### config.mk
export PLATFORM = sky130hd
export DESIGN_NAME = oet_sort_unit
export DESIGN_NICKNAME = d
export VERILOG_FILES = /design/src/rtl/oet_sort_unit_pkg.sv /design/src/rtl/oet_sort_unit_cmp_exchange.sv /design/src/rtl/oet_sort_unit.sv
export SDC_FILE = /design/constraint.sdc
export NUM_CORES = 1
export LEC_CHECK = 0
export CORE_MARGIN = 2
export CORE_UTILIZATION = 50
export DETAILED_ROUTE_END_ITERATION = 6
export GPL_ROUTABILITY_DRIVEN = 0
export PLACE_DENSITY = 0.87
export SLEW_MARGIN = 20
export SYNTH_ARGS = -nofsm -noshare
export SYNTH_HDL_FRONTEND = slang
export SYNTH_SLANG_ARGS = --single-unit
### constraint.sdc
create_clock -name CLK -period 3.05 [get_ports CLK]
set_input_delay 0.61 -clock CLK [delete_from_list [all_inputs] [get_ports CLK]]
set_output_delay 0.61 -clock CLK [all_outputs]
set_load 0.05 [all_outputs]
### src/rtl/oet_sort_unit_pkg.sv
// Shared definitions for the odd-even transposition sorter: default sizes,
// FSM encodings and the median index helper.
package oet_sort_unit_pkg;

   localparam int DEFAULT_BIT_WIDTH = 8;
   localparam int DEFAULT_N         = 9;

   localparam logic [1:0] ST_IDLE = 2'b00;
   localparam logic [1:0] ST_SORT = 2'b01;
   localparam logic [1:0] ST_DONE = 2'b10;

   // For even window sizes this picks the lower-middle element.
   function automatic int median_index(input int n);
      return (n - 1) / 2;
   endfunction

endpackage

### src/rtl/oet_sort_unit_cmp_exchange.sv
// Compare-exchange cell: lo goes to the lower index, hi to the upper one.
// Swaps only on a strict order violation, so equal values stay put.
module cmp_exchange #(
   parameter int BIT_WIDTH = 8
) (
   input  logic [BIT_WIDTH-1:0] a,
   input  logic [BIT_WIDTH-1:0] b,
   input  logic                 desc,
   output logic [BIT_WIDTH-1:0] lo,
   output logic [BIT_WIDTH-1:0] hi,
   output logic                 swapped
);

   assign swapped = desc ? (a < b) : (a > b);
   assign lo      = swapped ? b : a;
   assign hi      = swapped ? a : b;

endmodule

### src/rtl/oet_sort_unit.sv
// Iterative odd-even transposition sorter with valid/ready handshakes,
// returning the sorted window and its median element.
module oet_sort_unit
   import oet_sort_unit_pkg::*;
#(
   parameter int BIT_WIDTH  = DEFAULT_BIT_WIDTH,
   parameter int N          = DEFAULT_N,
   parameter int EARLY_EXIT = 0
) (
   input  logic                   CLK,
   input  logic                   RST,
   input  logic                   in_valid_i,
   output logic                   in_ready_o,
   input  logic [N*BIT_WIDTH-1:0] in_data_i,
   input  logic                   desc_i,
   output logic                   out_valid_o,
   input  logic                   out_ready_i,
   output logic [N*BIT_WIDTH-1:0] out_data_o,
   output logic [BIT_WIDTH-1:0]   median_o,
   output logic                   busy_o
);

   localparam int PW  = $clog2(N + 1);
   localparam int MID = median_index(N);
   localparam int NE  = N / 2;
   localparam int NO  = (N - 1) / 2;
   localparam int NOW = (NO > 0) ? NO : 1;
   localparam logic [PW-1:0] LAST_PHASE = PW'(N - 1);

   logic [1:0]           state_q;
   logic [PW-1:0]        phase_q;
   logic                 desc_q;
   logic                 prev_swap_q;
   logic [BIT_WIDTH-1:0] data_q [N];
   logic [BIT_WIDTH-1:0] even_d [N];
   logic [BIT_WIDTH-1:0] odd_d  [N];
   logic [NE-1:0]        even_sw;
   logic [NOW-1:0]       odd_sw;
   logic                 phase_swap;
   logic                 finish_sort;

   // Even phase network: pairs (0,1),(2,3),...
   for (genvar i = 0; i < NE; i++) begin : g_even
      cmp_exchange #(.BIT_WIDTH(BIT_WIDTH)) u_cx (
         .a       (data_q[2*i]),
         .b       (data_q[2*i+1]),
         .desc    (desc_q),
         .lo      (even_d[2*i]),
         .hi      (even_d[2*i+1]),
         .swapped (even_sw[i])
      );
   end
   if (N % 2 == 1) begin : g_even_tail
      assign even_d[N-1] = data_q[N-1];
   end

   // Odd phase network: pairs (1,2),(3,4),... with element 0 passing through.
   for (genvar i = 0; i < NO; i++) begin : g_odd
      cmp_exchange #(.BIT_WIDTH(BIT_WIDTH)) u_cx (
         .a       (data_q[2*i+1]),
         .b       (data_q[2*i+2]),
         .desc    (desc_q),
         .lo      (odd_d[2*i+1]),
         .hi      (odd_d[2*i+2]),
         .swapped (odd_sw[i])
      );
   end
   assign odd_d[0] = data_q[0];
   if (N % 2 == 0) begin : g_odd_tail
      assign odd_d[N-1] = data_q[N-1];
   end
   if (NO == 0) begin : g_odd_none
      assign odd_sw = '0;
   end

   assign phase_swap  = phase_q[0] ? (|odd_sw) : (|even_sw);
   // Early exit needs two quiet phases back to back, so never before phase 1.
   assign finish_sort = (phase_q == LAST_PHASE) ||
                        ((EARLY_EXIT != 0) && (phase_q != '0) && !phase_swap && !prev_swap_q);

   always_ff @(posedge CLK or negedge RST) begin
      if (!RST) begin
         state_q     <= ST_IDLE;
         phase_q     <= '0;
         desc_q      <= 1'b0;
         prev_swap_q <= 1'b0;
         for (int k = 0; k < N; k++) data_q[k] <= '0;
      end else begin
         case (state_q)
            ST_IDLE: begin
               if (in_valid_i) begin
                  for (int k = 0; k < N; k++) data_q[k] <= in_data_i[k*BIT_WIDTH +: BIT_WIDTH];
                  desc_q      <= desc_i;
                  phase_q     <= '0;
                  prev_swap_q <= 1'b0;
                  state_q     <= ST_SORT;
               end
            end
            ST_SORT: begin
               for (int k = 0; k < N; k++) data_q[k] <= phase_q[0] ? odd_d[k] : even_d[k];
               phase_q     <= phase_q + 1'b1;
               prev_swap_q <= phase_swap;
               if (finish_sort) state_q <= ST_DONE;
            end
            ST_DONE: begin
               if (out_ready_i) state_q <= ST_IDLE;
            end
            default: state_q <= ST_IDLE;
         endcase
      end
   end

   assign in_ready_o  = (state_q == ST_IDLE);
   assign busy_o      = (state_q == ST_SORT);
   assign out_valid_o = (state_q == ST_DONE);
   assign median_o    = data_q[MID];

   always_comb begin
      out_data_o = '0;
      for (int k = 0; k < N; k++) out_data_o[k*BIT_WIDTH +: BIT_WIDTH] = data_q[k];
   end

endmodule

# Yosys cells after proc, flatten, opt, wreduce, memory -nomap -nowiden
# Cells that the tools add are included.
dict set report word_totals {
  ff_bits 79
  latch_bits 0
  mem_bits_rw 0
  mem_bits_ro 0
  in_bits 77
  output_inout_bits 83
  mem_count 0
}
dict set report op_classes {
  add_sub_neg 1
  mul 0
  div 0
  order_cmp 16
  eq_ne 18
  shift 0
  n_mux 41
  bitwise_logic 0
  reduce_logical 14
}
# operator n
set ops {}
lappend ops {{8-bit two-way mux} 25}
lappend ops {{72-bit one-hot mux with 2 select lines} 1}
lappend ops {{72-bit two-way mux} 1}
lappend ops {{8-bit greater-than comparator} 8}
lappend ops {{8-bit < comparator} 8}
lappend ops {{4-bit AND reduction} 9}
lappend ops {{3-bit by 1-bit != test with 1-bit output, second input constant} 4}
lappend ops {{3-bit by 2-bit != test with 1-bit output, second input constant} 4}
lappend ops {{2-bit by 1-bit != test with 1-bit output, second input constant} 5}
lappend ops {{1-bit two-way mux} 8}
lappend ops {{4-bit one-hot mux with 2 select lines} 1}
lappend ops {{2-bit two-way mux} 3}
lappend ops {{2-bit one-hot mux with 3 select lines} 1}
lappend ops {{4-bit by 1-bit adder with 4-bit output, second input constant} 1}
lappend ops {{4-bit equality test, second input constant} 1}
lappend ops {{4-bit two-way mux} 1}
lappend ops {{2-bit != test, second input constant} 2}
lappend ops {{2-bit AND reduction} 2}
lappend ops {{3-bit AND reduction} 1}
lappend ops {{2-bit by 1-bit equality test with 1-bit output, second input constant} 1}
lappend ops {{2-bit equality test, second input constant} 1}
lappend ops {{2-bit zero test} 1}
lappend ops {{2-bit nonzero test} 1}

# Depth between registers and ports, before layout
dict set report depth {
  word_depth 5
  depth_mapped 10
  depth_no_buf 9
}

# Cells and area by module
# From an unflattened synthesis, not the netlist that was laid out.
dict set report hier_totals {
  hier_cells 890
  hier_area_um2 8358.0
}
# module instances cells_per_inst area_each_um2
set by_module_without_submodules {}
lappend by_module_without_submodules {oet_sort_unit 1 490 4574.4}
lappend by_module_without_submodules {cmp_exchange 8 50 473.0}

# Worst setup path after synthesis
# No wires, ideal clock.
dict set report synth_path {
  kind {register -> register}
  from {register data_q, in the netlist out_data_o[9]}
  to {register data_q, in the netlist out_data_o[1]}
  setup_time_ns 0.125
  arrival_ns 2.788
  slack_ns 0.138
  stages_incl_launch_ff 10
  n_path_buf 0
  synth_period_minus_slack_ns 2.912
  cell_sequence {dfrtp_1 -> inv_1 -> ha_1 -> nor2b_4 -> o211ai_2 -> a21oi_2 -> a2111oi_4 -> mux2_2 -> a21oi_2 -> mux2_2}
}
dict set report synth_via {
  elab_chain_len 4
  elab_cells_between_ends 8
  classes_between {order compare (2); eq/ne (1); mux (4); reduce/logical (1)}
}
# element line_no
set synth_lines {}
lappend synth_lines {{start: declaration} oet_sort_unit.sv:34} ;# logic [BIT_WIDTH-1:0] data_q [N];
lappend synth_lines {{8-bit greater-than comparator or 8-bit < comparator (tied branches)} oet_sort_unit_cmp_exchange.sv:14} ;# assign swapped = desc ? (a < b) : (a > b);
lappend synth_lines {{1-bit two-way mux} oet_sort_unit_cmp_exchange.sv:14}
lappend synth_lines {{2-bit by 1-bit != test with 1-bit output (no line)} --}
lappend synth_lines {{4-bit AND reduction (no line)} --}
# Parallel ways exist; a longest one is shown, timed or not. The select of a mux whose other input is x is not followed.
# A chain may end at the register's enable or synchronous reset.

# Worst setup path after layout
dict set report layout_path {
  from {register data_q, in the netlist out_data_o[9]}
  to {register data_q, in the netlist out_data_o[7]}
}
dict set report layout_via {
  elab_chain_len 4
  elab_cells_between_ends 5
  classes_between {order compare (2); eq/ne (1); mux (1); reduce/logical (1)}
}
# element line_no
set layout_lines {}
lappend layout_lines {{8-bit greater-than comparator or 8-bit < comparator (tied branches)} oet_sort_unit_cmp_exchange.sv:14}
lappend layout_lines {{1-bit two-way mux (*)} oet_sort_unit_cmp_exchange.sv:14}
lappend layout_lines {{2-bit by 1-bit != test with 1-bit output (no line) (*)} --}
lappend layout_lines {{4-bit AND reduction (no line) (*)} --}
# Mark *: on every way between the ends. The rest lies on a longest branch, timed or not.

==> impl_metrics.toml <==
[clock_tree]
cts_buffers = 9
clockBufferDepth = 2
post_cts_buffers = 0
cts_root_buf = "clkbuf_16"
cts_tree = "done"
cts_resized = 0
clock-sinks = 79
clk_pin_slew_ns = 0.06
h-tree-depth = 3
postCtsHoldBufs = 0
worstSkewPairLatency_ns = 0.34

[run_status]
status = "finished, final reports clean"

[timing]
final.setup.tns_ns = 0
timing.final.max_slew_violations = 0
fin_ws_ns = 0.163
finalClockSkew_ns = 0.00564
grt_setup_unrepaired = "no"
fin_crit_sh_pct = 94.7
setup_viol = 0
hold_violations = 0
fmax_mhz = 346
maxSlewHeadroom_pct = 47.8
tightestPinTransition_ns = 0.783
layout_min_cycle_time_ns = 2.89

[die]
die_y_um = 114
dieArea_um2 = 13100
coreArea_um2 = 12000
row_count = 40
fp.dieW_um = 114
num_io_pins = 160
start_util_pct = 50.8

[route]
drtIter0Drc = 480
vias = 5694
drt_wl_total_mm = 18.6
drtPass1Iterations = 5
drc_errors = 0
routedWlPerCell_um = 19.2
ant_nets = 0
vias_per_cell = 5.88

[critical_path]
critPathKind = "reg -> reg"
start_kind = "flop"
timing.critical_path.arrival_ns = 3.11
required_ns = 3.27
worstPathMaxFanout = 8
end_kind = "flop"
r2r_cells = 9

[final_layout]
drive_gt1_share_pct = 8.53
fin_area_um2 = 8200
area_growth_pct = 35.0
instances_no_fill = 968
final_common_cell = "clkdlybuf4s50_1"
final_cell_mix = "clkdlybuf4s50_1 (157), mux2i_1 (130), a21oi_1 (81), dfrtp_1 (78), nor2_1 (75)"
layout.nets = 959
antennaDiodeCount = 0

[synthesis]
syn_area_per_cell_um2 = 9.25
async_flop_share_pct = 100
synth.mux.area_fraction_pct = 23.1
synth_top_cell_area_share_pct = 32.5
ys_types = 47
synth_xor_area_share_pct = 0.432
yosysSeqAreaShare_pct = 32.5
synth-compound-area-share_pct = 13.1
synth_warnings = 0
synth-edff-count = 0
yosys.area.top_type = "dfrtp_1"
synth.area.top_cells = "dfrtp_1 (33%), mux2i_1 (21%), ha_1 (14%), a21oi_1 (6.7%), nor2_1 (4.6%)"
synth-seq-cells = 79
syn_nets = 800
yosys.area_share.simple_pct = 10.3
synthesis.area_um2 = 6080
synth_top_family_by_area = "multiplexers"
syn_inst = 657
synthAdderAreaFrac_pct = 13.6
ys.flop_type = "dfrtp_1"

[placed_design]
place_inst = 952
placed_area_um2 = 7870
port_buffers = 159
hpwl_mm = 13.7
dp_slack_ns = 0.201

[global_route]
grt_first_pass_wirelength_mm = 29.9
grt_max_degree = 76
grt_usage_pct = 29.1
grt-ovfl-total = 0
antenna_found_initial = 0
grt_pass1_vias = 5973

[hold_path]
min_path_type = "in -> async"

[flow_run]
max_cap_viol_count = 0
==> synthesized netlist by cell type (2+ instances only) <==
library cell,count
buf_1,6
mux2_2,9
nand2_1,19
a21oi_1,81
inv_1,66
nor2b_1,8
mux2i_1,130
dfrtp_1,79
nor2_4,2
ha_1,66
clkbuf_1,15
xor2_1,2
nor2_1,75
a31o_2,2
buf_2,5
clkinv_1,2
o21bai_1,2
nand3_1,6
a21o_1,2
o21ai_0,20
nand4_1,15
a21oi_2,3
buf_4,9
nand2b_1,2
o211ai_1,7
or3_1,3
==> final cells by class <==
| type | instances | area [µm²] |
|---|---|---|
| Timing Repair Buffer | 183 | 1770 |
| Clock buffer | 10 | 239 |
| Inverter | 68 | 255 |
| Tap cell | 147 | 184 |
| Sequential cell | 79 | 1980 |
| Fill cell | 869 | 3760 |
| Clock inverter | 6 | 92.6 |
| Multi-Input combinational cell | 475 | 3680 |
==> metal layers <==
layer	wire (µm)	track usage (%)	up-vias
met2	9210	50.7	285
met3	1300	5.24	37
met4	449	9.59	0
met5	0	0	-
li1	-	-	2617
met1	7600	36.7	2755
==> worst max-delay path, cell delays in order, from the launching register on <==
cell and delay, ns:
dfrtp_1 0.40, inv_1 0.10, ha_1 0.31, nor2b_4 0.14, o211ai_2 0.15, a21oi_2 0.11
a2111oi_4 0.33, mux2_2 0.39, a21oi_2 0.43, mux2_2 0.40
==> worst paths after layout <==
kind / start / end / slack, ns
min: RST / state_q[1] / 0.25
max reg2reg: out_data_o[9] / out_data_o[7] / 0.16
min in group CLK: phase_q[3] / phase_q[3] / 0.54
max in group asynchronous: RST / out_data_o[64] / 2.08
min reg2reg: phase_q[3] / phase_q[3] / 0.54
max: out_data_o[9] / out_data_o[7] / 0.16
==> registers in the layout, indices dropped and copies added, names as in the netlist <==
signal	cells
median_o	8
out_data_o	64
state_q	2
phase_q	4
desc_q	1
==> logic make-up (layout without fill, tap and decap cells) <==
kind of cell               count (synthesis)  count (layout)
DFF                                       79              79
buffers and inverters                    103             267
xor gates and xnor gates                   3               3
muxes                                    139             139
AOI/OAI and AO/OA                        132             132
adders and majority gates                 66              66
and+or+nand+nor                          135             135
==> per-stage QoR <==
step	hold slack, ns	util [%]
finish	0.249	68.6
global route	0.277	68.6
CTS	0.265	68.5
detailed placement	0.535	65.8
global placement	0.507	65.8
floorplan	0.314	-
Power is left out: the tool's default activity adds up to more than one toggle a clock period on the data nets, which glitch-free logic cannot reach.
